[config.mk]
export PLATFORM = sky130hd
export DESIGN_NAME = pattern_scan_ctrl
export DESIGN_NICKNAME = d
export VERILOG_FILES = /design/src/rtl/patscan_pkg.sv /design/src/rtl/patscan_core.sv /design/src/rtl/pattern_scan_ctrl.sv
export SDC_FILE = /design/constraint.sdc
export NUM_CORES = 1
export LEC_CHECK = 0
export CAP_MARGIN = 20
export CORE_MARGIN = 5
export CORE_UTILIZATION = 40
export DETAILED_ROUTE_END_ITERATION = 8
export PLACE_DENSITY = 0.67
export SLEW_MARGIN = 20
export SYNTH_ARGS = -nofsm -noshare
export SYNTH_HDL_FRONTEND = slang
export SYNTH_SLANG_ARGS = --single-unit
export TNS_END_PERCENT = 100
[constraint.sdc]
create_clock -name clk -period 4.8 [get_ports clk]
set_input_delay 0.96 -clock clk [delete_from_list [all_inputs] [get_ports clk]]
set_output_delay 0.96 -clock clk [all_outputs]
set_load 0.005 [all_outputs]
[src/rtl/patscan_pkg.sv]
// patscan_pkg: detector one-hot states, controller states and the detector transition function.
package patscan_pkg;
  localparam logic [4:0] S_R    = 5'b00001;
  localparam logic [4:0] S_1    = 5'b00010;
  localparam logic [4:0] S_10   = 5'b00100;
  localparam logic [4:0] S_100  = 5'b01000;
  localparam logic [4:0] S_1001 = 5'b10000;
  localparam logic [4:0] PATTERN = 5'b10010;
  typedef enum logic [1:0] {IDLE, SCAN, DONE} ctrl_state_t;
  // Overlapping "10010": a completed match falls back to S_10 so its tail can start the next one.
  function automatic logic [4:0] det_next(input logic [4:0] s, input logic b);
    return (s == S_100) ? (b ? S_1001 : S_R) :
           b            ? S_1 :
           (s == S_1)   ? S_10 :
           (s == S_10)  ? S_100 :
           (s == S_1001) ? S_10 : S_R;
  endfunction
endpackage

[src/rtl/patscan_core.sv]
// patscan_core: serial overlapping "10010" Mealy detector with a loadable one-hot state.
module patscan_core
  import patscan_pkg::*;
(
  input  logic       clk,
  input  logic       rst,
  input  logic       load,
  input  logic [4:0] load_state,
  input  logic       valid,
  input  logic       in,
  output logic       match,
  output logic [4:0] state
);
  logic [4:0] r_state;
  always_ff @(posedge clk) begin
    if (rst) r_state <= S_R;
    else if (load) r_state <= load_state;
    else if (valid) r_state <= det_next(r_state, in);
  end
  assign state = r_state;
  assign match = (r_state == S_1001) && !in;
endmodule

[src/rtl/pattern_scan_ctrl.sv]
// pattern_scan_ctrl: round-robin sharing of one serial "10010" detector among NREQ word producers.
// PATSCAN_CONTEXT_EN keeps per-requester detector context so matches can span consecutive words.
module pattern_scan_ctrl
  import patscan_pkg::*;
#(
  parameter int NREQ   = 4,
  parameter int WORD_W = 8,
  parameter int ID_W   = $clog2(NREQ),
  parameter int CNT_W  = $clog2(WORD_W + 1)
) (
  input  logic                   clk,
  input  logic                   rst,
  input  logic [NREQ-1:0]        req,
  input  logic [NREQ*WORD_W-1:0] req_data,
  output logic [NREQ-1:0]        gnt,
  output logic                   busy,
  output logic                   done,
  output logic [ID_W-1:0]        done_id,
  output logic [CNT_W-1:0]       match_cnt,
  output logic [WORD_W-1:0]      match_mask
);
  localparam int POS_W = $clog2(WORD_W);
  ctrl_state_t       r_state, w_nstate;
  logic [ID_W-1:0]   r_rr_ptr, r_id, r_done_id, w_gid;
  logic              w_found, w_start, w_match;
  logic [WORD_W-1:0] r_sh, r_mask, r_match_mask, w_mask_nxt;
  logic [CNT_W-1:0]  r_cnt, r_match_cnt, w_cnt_nxt;
  logic [POS_W-1:0]  r_pos;
  logic [4:0]        w_load_state, w_det_state;

  always_ff @(posedge clk) begin
    if (rst) r_state <= IDLE;
    else r_state <= w_nstate;
  end

  always_comb begin
    w_found = 1'b0;
    w_gid   = '0;
    for (int k = 0; k < NREQ; k++)
      if (!w_found && req[(int'(r_rr_ptr) + k) % NREQ]) begin
        w_found = 1'b1;
        w_gid   = ID_W'((int'(r_rr_ptr) + k) % NREQ);
      end
    w_start  = (r_state == IDLE) && w_found && !rst;
    w_nstate = (r_state == IDLE) ? (w_start ? SCAN : IDLE) :
               (r_state == SCAN) ? ((r_pos == '0) ? DONE : SCAN) : IDLE;
  end

  assign w_cnt_nxt  = r_cnt + CNT_W'(w_match);
  assign w_mask_nxt = r_mask | (w_match ? (WORD_W'(1) << r_pos) : '0);

  always_ff @(posedge clk) begin
    if (rst) begin
      r_rr_ptr     <= '0;
      r_id         <= '0;
      r_sh         <= '0;
      r_pos        <= '0;
      r_cnt        <= '0;
      r_mask       <= '0;
      r_done_id    <= '0;
      r_match_cnt  <= '0;
      r_match_mask <= '0;
    end else if (w_start) begin
      r_rr_ptr <= (w_gid == ID_W'(NREQ - 1)) ? '0 : w_gid + 1'b1;
      r_id     <= w_gid;
      r_sh     <= req_data[int'(w_gid)*WORD_W +: WORD_W];
      r_pos    <= POS_W'(WORD_W - 1);
      r_cnt    <= '0;
      r_mask   <= '0;
    end else if (r_state == SCAN) begin
      r_sh   <= r_sh << 1;
      r_pos  <= r_pos - 1'b1;
      r_cnt  <= w_cnt_nxt;
      r_mask <= w_mask_nxt;
      // Results are published one cycle early so they are valid alongside done.
      if (r_pos == '0) begin
        r_done_id    <= r_id;
        r_match_cnt  <= w_cnt_nxt;
        r_match_mask <= w_mask_nxt;
      end
    end
  end

  patscan_core u_core (
    .clk        (clk),
    .rst        (rst),
    .load       (w_start),
    .load_state (w_load_state),
    .valid      (r_state == SCAN),
    .in         (r_sh[WORD_W-1]),
    .match      (w_match),
    .state      (w_det_state)
  );

`ifdef PATSCAN_CONTEXT_EN
  logic [4:0] r_ctx [NREQ];
  always_ff @(posedge clk) begin
    if (rst) for (int i = 0; i < NREQ; i++) r_ctx[i] <= S_R;
    else if (r_state == DONE) r_ctx[r_id] <= w_det_state;
  end
  assign w_load_state = r_ctx[w_gid];
`else
  logic w_unused_state;
  assign w_unused_state = ^w_det_state;
  assign w_load_state   = S_R;
`endif

  assign gnt        = w_start ? (NREQ'(1) << w_gid) : '0;
  assign busy       = (r_state != IDLE) || w_start;
  assign done       = (r_state == DONE);
  assign done_id    = r_done_id;
  assign match_cnt  = r_match_cnt;
  assign match_mask = r_match_mask;
endmodule
## After elaboration in Yosys (flattened, before gate mapping)

Index checks and enable logic that the tools add are counted.
Widths: inputs -> output; s select.

| word-level totals | value |
|---|---|
| input bits | 38 |
| output and inout port bits | 20 |
| bits in registers | 48 |

| cells by class | value |
|---|---|
| bitwise operators | 5 |
| multiplexer cells | 36 |
| shift-type cells | 3 |
| equal/unequal tests | 7 |
| add/sub/neg operators | 6 |
| order comparisons | 4 |
| reduce and logical (&&, ||, !) cells | 21 |

Operators with widths:

| operator | number |
|---|---|
| $shiftx 32x6->8 | 1 |
| $mux 5 | 5 |
| $mux 8 | 3 |
| $mux 2 | 8 |
| $lt 3x4->1 const B | 3 |
| $mux 1 | 12 |
| $mux 3 | 3 |
| $bmux 1 s2 | 4 |
| $or 8x8->8 | 1 |
| $reduce_or 2->1 | 4 |
| $shl 1x3->8 const A | 1 |
| $logic_and 1x1->1 | 6 |
| $eq 5x2->1 const B | 1 |
| $eq 5x3->1 const B | 1 |
| $eq 5x4->1 const B | 1 |
| $eq 5x5->1 const B | 1 |
| $logic_not 1->1 | 5 |
| $add 2x1->2 const B | 2 |
| $add 2x2->2 const B | 2 |
| $add 4x1->4 | 1 |
| $eq 2x2->1 const B | 2 |
| $mux 4 | 1 |
| $reduce_bool 2->1 | 2 |
| $shl 1x2->4 const A | 1 |
| other kinds (9) | 11 |

## Logic depth before layout (Yosys ltp)

| depth | value |
|---|---|
| depth in word-level cells | 18 |
| mapped depth | 8 |
| depth with buffers taken out | 8 |

## Cells and area by module

A second synthesis with hierarchy kept.

| second synthesis, totals | value |
|---|---|
| cells, all modules | 291 |
| area, all modules | 2476.1 um^2 |

By module, submodules not included:

| module | cells an instance | area an instance (um^2) | sequential area each (um^2) | instances |
|---|---|---|---|---|
| pattern_scan_ctrl | 256 | 2162.1 | 860.8 | 1 |
| patscan_core | 35 | 314.1 | 100.1 | 1 |

## Worst setup path before layout

Ideal clock, no wire load.

| path | value |
|---|---|
| path type | input port to output port |
| start | input port req[2] |
| end | output port gnt[0] |
| stages on the path | 7 |
| data required time | 3840 ps |
| slack | 1680 ps |
| arrival time | 2160 ps |
| cells stage by stage | mux2i_1 -> nor2_2 -> or3_1 -> buf_2 -> buf_6 -> ha_1 -> and2_1 |

| between the ends | value |
|---|---|
| longest elaborated chain between the ends | 15 |
| elaborated cells between the ends (all ways) | 29 |
| those cells by class | shift (1); mux (20); reduce/logical (8) |

Ends and longest elaborated chain:

| what | line | RTL |
|---|---|---|
| start: declaration | pattern_scan_ctrl.sv:13 | `input logic [NREQ-1:0] req,` |
| $bmux 1 s2 | pattern_scan_ctrl.sv:40 | `if (!w_found && req[(int'(r_rr_ptr) + k) % NREQ]) begin` |
| $mux 1 (not written as such) | pattern_scan_ctrl.sv:40 |  |
| $mux 1 | pattern_scan_ctrl.sv:40 |  |
| $logic_not 1->1 | pattern_scan_ctrl.sv:40 |  |
| $logic_and 1x1->1 | pattern_scan_ctrl.sv:40 |  |
| $mux 1 | pattern_scan_ctrl.sv:40 |  |
| $logic_not 1->1 | pattern_scan_ctrl.sv:40 |  |
| $logic_and 1x1->1 | pattern_scan_ctrl.sv:40 |  |
| $mux 1 | pattern_scan_ctrl.sv:40 |  |
| $logic_not 1->1 | pattern_scan_ctrl.sv:40 |  |
| $logic_and 1x1->1 | pattern_scan_ctrl.sv:40 |  |
| $mux 1 | pattern_scan_ctrl.sv:40 |  |
| $logic_and 1x1->1 (2 in a row) | pattern_scan_ctrl.sv:44 | `w_start = (r_state == IDLE) && w_found && !rst;` |
| $mux 4 (*) | pattern_scan_ctrl.sv:108 | `assign gnt = w_start ? (NREQ'(1) << w_gid) : '0;` |
| end: declaration | pattern_scan_ctrl.sv:15 | `output logic [NREQ-1:0] gnt,` |

Mark *: on every way between the ends. The rest lies on a longest branch, timed or not. The select of a mux whose other input is x is not followed.

## Worst setup path in the final report

| path | value |
|---|---|
| start | input port req[1] |
| end | output port gnt[2] |

| between the ends | value |
|---|---|
| elaborated cells between the ends (all ways) | 29 |
| those cells by class | shift (1); mux (20); reduce/logical (8) |

RTL lines:

| what | line | RTL |
|---|---|---|
| $bmux 1 s2 | pattern_scan_ctrl.sv:40 |  |
| $mux 1 (not written as such) | pattern_scan_ctrl.sv:40 |  |
| $mux 1 | pattern_scan_ctrl.sv:40 |  |
| $logic_not 1->1 | pattern_scan_ctrl.sv:40 |  |
| $logic_and 1x1->1 | pattern_scan_ctrl.sv:40 |  |
| $mux 1 | pattern_scan_ctrl.sv:40 |  |
| $logic_not 1->1 | pattern_scan_ctrl.sv:40 |  |
| $logic_and 1x1->1 | pattern_scan_ctrl.sv:40 |  |
| $mux 1 | pattern_scan_ctrl.sv:40 |  |
| $logic_not 1->1 | pattern_scan_ctrl.sv:40 |  |
| $logic_and 1x1->1 | pattern_scan_ctrl.sv:40 |  |
| $mux 2 (*) | pattern_scan_ctrl.sv:40 |  |
| named net w_gid[1] | pattern_scan_ctrl.sv:24 | `logic [ID_W-1:0] r_rr_ptr, r_id, r_done_id, w_gid;` |
| $shl 1x2->4 (*) | pattern_scan_ctrl.sv:108 |  |
| $mux 4 (*) | pattern_scan_ctrl.sv:108 |  |

Mark *: on every way through the listed nets, which the timed path passes. The rest lies on a longest branch. The select of a mux whose other input is x is not followed.

==> qor.txt <==
Status = finished clean
DR iter-0 viols = 87
Sequential area share after synthesis = 39.9%
Max frequency = 235 MHz
Flop and latch count out of synthesis = 48
I/O Pins = 58
Final setup margin = 0.546 ns
Ys Warns = 0
Die Height = 87.6 µm
Initial Utilization = 40.9%
Critical-path maximum fanout = 9
R2R Setup Slk = 2.52 ns
Synth top area share = 39.9%
Worst reg2reg path depth = 6
Largest net degree at the start of global routing = 33
R2r endpoint = r_sh[7]
Post-route cell area = 3120 µm²
Hold WC Path Type = reg2reg
Tot Pwr = 0.930 mW
Startpoint types = input port
Async S/R FF share, synth = 0%
Clk slew on worst S/H paths = 0.09 ns
RSZ-0062 raised after global routing = false
Initial antenna violation count = 0
TritonCTS clock tree = yes
Post-synth EDFFs = 0
WL final = 5510 µm
Arr. time, crit path = 3.29 ns
Most frequent cells after synthesis = dfxtp_1 (48), nor2_1 (48), nand2_1 (35), a21oi_1 (30), a211oi_1 (12)
Pwr/cell area = 298 nW/µm²
Period utilization = 88.6%
Start of the worst register-to-register path = r_rr_ptr[1]
Mapped cell area = 2410 µm²
Slew Viols, Final = 0
Remaining global-route overflow = 0
Synth area leader = dfxtp_1
Critical path class = in2out
Maxcap violations = 0
Synth area leaders = dfxtp_1 (40%), nor2_1 (7.5%), a21oi_1 (6.2%)
Fin cells = 419
Clock buffer depth = 2
Post-CTS Setup Repair Bufs = 0
Site Rows = 28
Detailed Routing Iterations Pass 1 = 4
Synth Area per Inst = 8.25 µm²
Post-DP HPWL = 4120 µm
Hold Crit Start = match_cnt[2]
First-pass GRT wire length = 9190 µm
Lkg Pwr = 1.17 nW
Via density = 5.12
Nets = 392
Seq pwr share = 47.8%
Final hold vios = 0
Post-Place Cells = 411
Die X = 87.6 µm
Post-CTS resize count = 0
Clock latency on the worst-skew pair = 0.29 ns
Max_slew headroom = 31.0%
P_sw = 0.278 mW
Post-Synthesis Cells = 292
# DRC = 0
Root Buffer = clkbuf_8
Post-CTS Hold Buffers = 0
Via count = 2147
WL/cell = 13.1 µm
RD Place Congestion = 0.857
Clock power share = 27.1%
Routed Antenna Nets = 0
Internal = 0.652 mW
WHS = 0.457 ns
GRT Total Usage = 14.8%
CTS buffer count = 5
Main flop type after synthesis = dfxtp_1
Critical Path RT = 3.84 ns
Endpoints failing setup = 0
Area after DPL = 3020 µm²
Minimum clock period after layout = 4.25 ns
Worst Setup End Kind = output port
Clock Skew = 0.00940 ns
Netlist cell types = 41
Synth Net Count = 341
Area Growth Syn to Fin = 29.4%
Core area = 5890 µm²
End of the worst hold path = match_cnt[2]
Post-Place Setup Slack = 0.561 ns
Share of post-route cells with drive strength above 1 = 6.69%
Worst-Margin Slew = 1.03 ns
Net Sw Frac = 29.9%
Die area = 7670 µm²
Worst vdd rail ir drop = 0.155 mV
ANT cells = 0
Port-buffer cells = 57
Setup TNS = 0 ns
Hold path depth = 2
Final core occ = 52.9%
Clk sinks = 48
Number of global-route vias before repair = 2016
Combinational share of power = 25.2%
CTS HTree Levels = 2
## layout by cell type (no fill, tap or decap), drive strengths merged
master and instances:
clkdlybuf4s50 57, nor2 49, dfxtp 48, nand2 35
a21oi 31, a211oi 12, o21ai 11, ha 11
mux2i 10, nor3 9, inv 8, nor4b 7
nand2b 6, xor2 6, clkbuf 6, a2111oi 6
and2 4, nand3 4, buf 3, or2 3
nor2b 2, xnor2 2, a221oi 2, or3 1
and2b 1, or4 1, and3 1, o21a 1
nor4 1, nand4 1, a31o 1, mux2 1
or3b 1, a211o 1, clkinv 1
## final cells by class
| class | instances | area (µm²) |
|---|---|---|
| clock buffer | 6 | 82.6 |
| clock inverter | 2 | 13.8 |
| fill | 556 | 2770 |
| inverter | 7 | 28.8 |
| multi-input combinational | 221 | 1340 |
| sequential | 48 | 961 |
| tap | 75 | 93.8 |
| timing repair buffer | 60 | 593 |
## flip-flops by register name, indices dropped and copies added, names as in the netlist
signal	flops
done_id	2
r_mask	8
r_rr_ptr	2
r_pos	3
u_core.state	5
r_sh	8
match_cnt	4
r_id	2
r_state	2
match_mask	8
r_cnt	4
## cells by family (layout without fill, tap and decap cells)
group | Yosys count | in the layout | share of synthesized area, %
and+or+nand+nor | 126 | 126 | 24.4
xor gates and xnor gates | 8 | 8 | 2.91
AOI/OAI and AO/OA | 65 | 65 | 17.9
muxes | 11 | 11 | 4.78
buffers and inverters | 23 | 75 | 4.47
adders and majority gates | 11 | 11 | 5.71
DFF | 48 | 48 | 39.9
## critical path: stages
cell	delay (ns)
clkdlybuf4s50_1	0.52
and2b_1	0.20
a221oi_2	0.31
or2_1	0.42
inv_4	0.11
ha_1	0.19
and2_1	0.14
clkdlybuf4s50_1	0.44
## worst max-delay path by stage
stage                 from     end  slack [ns]  cells after the start
finish              req[1]  gnt[2]        0.55                      8
global route        req[1]  gnt[3]        0.44                      8
CTS                 req[1]  gnt[2]        0.56                      8
detailed placement  req[1]  gnt[2]        0.56                      8
global placement    req[1]  gnt[3]        0.58                      8
floorplan           req[2]  gnt[0]        1.68                      7
## power groups by stage
| stage | clock (mW) | combinational, mW | sequential (mW) |
|---|---|---|---|
| floorplan | 0 | 0.160 | 0.449 |
| global placement | 0 | 0.233 | 0.453 |
| detailed placement | 0 | 0.234 | 0.453 |
| CTS | 0.258 | 0.235 | 0.444 |
| global route | 0.273 | 0.262 | 0.448 |
| finish | 0.252 | 0.234 | 0.444 |
## routing by layer
layer	vias up	track usage [%]	wire [µm]
li1	1114	-	-
met1	1001	20.1	2640
met2	30	24.5	2660
met3	2	2.82	172
met4	0	3.35	36
met5	-	0	0
No activity file was read; power rests on OpenSTA's default activity.
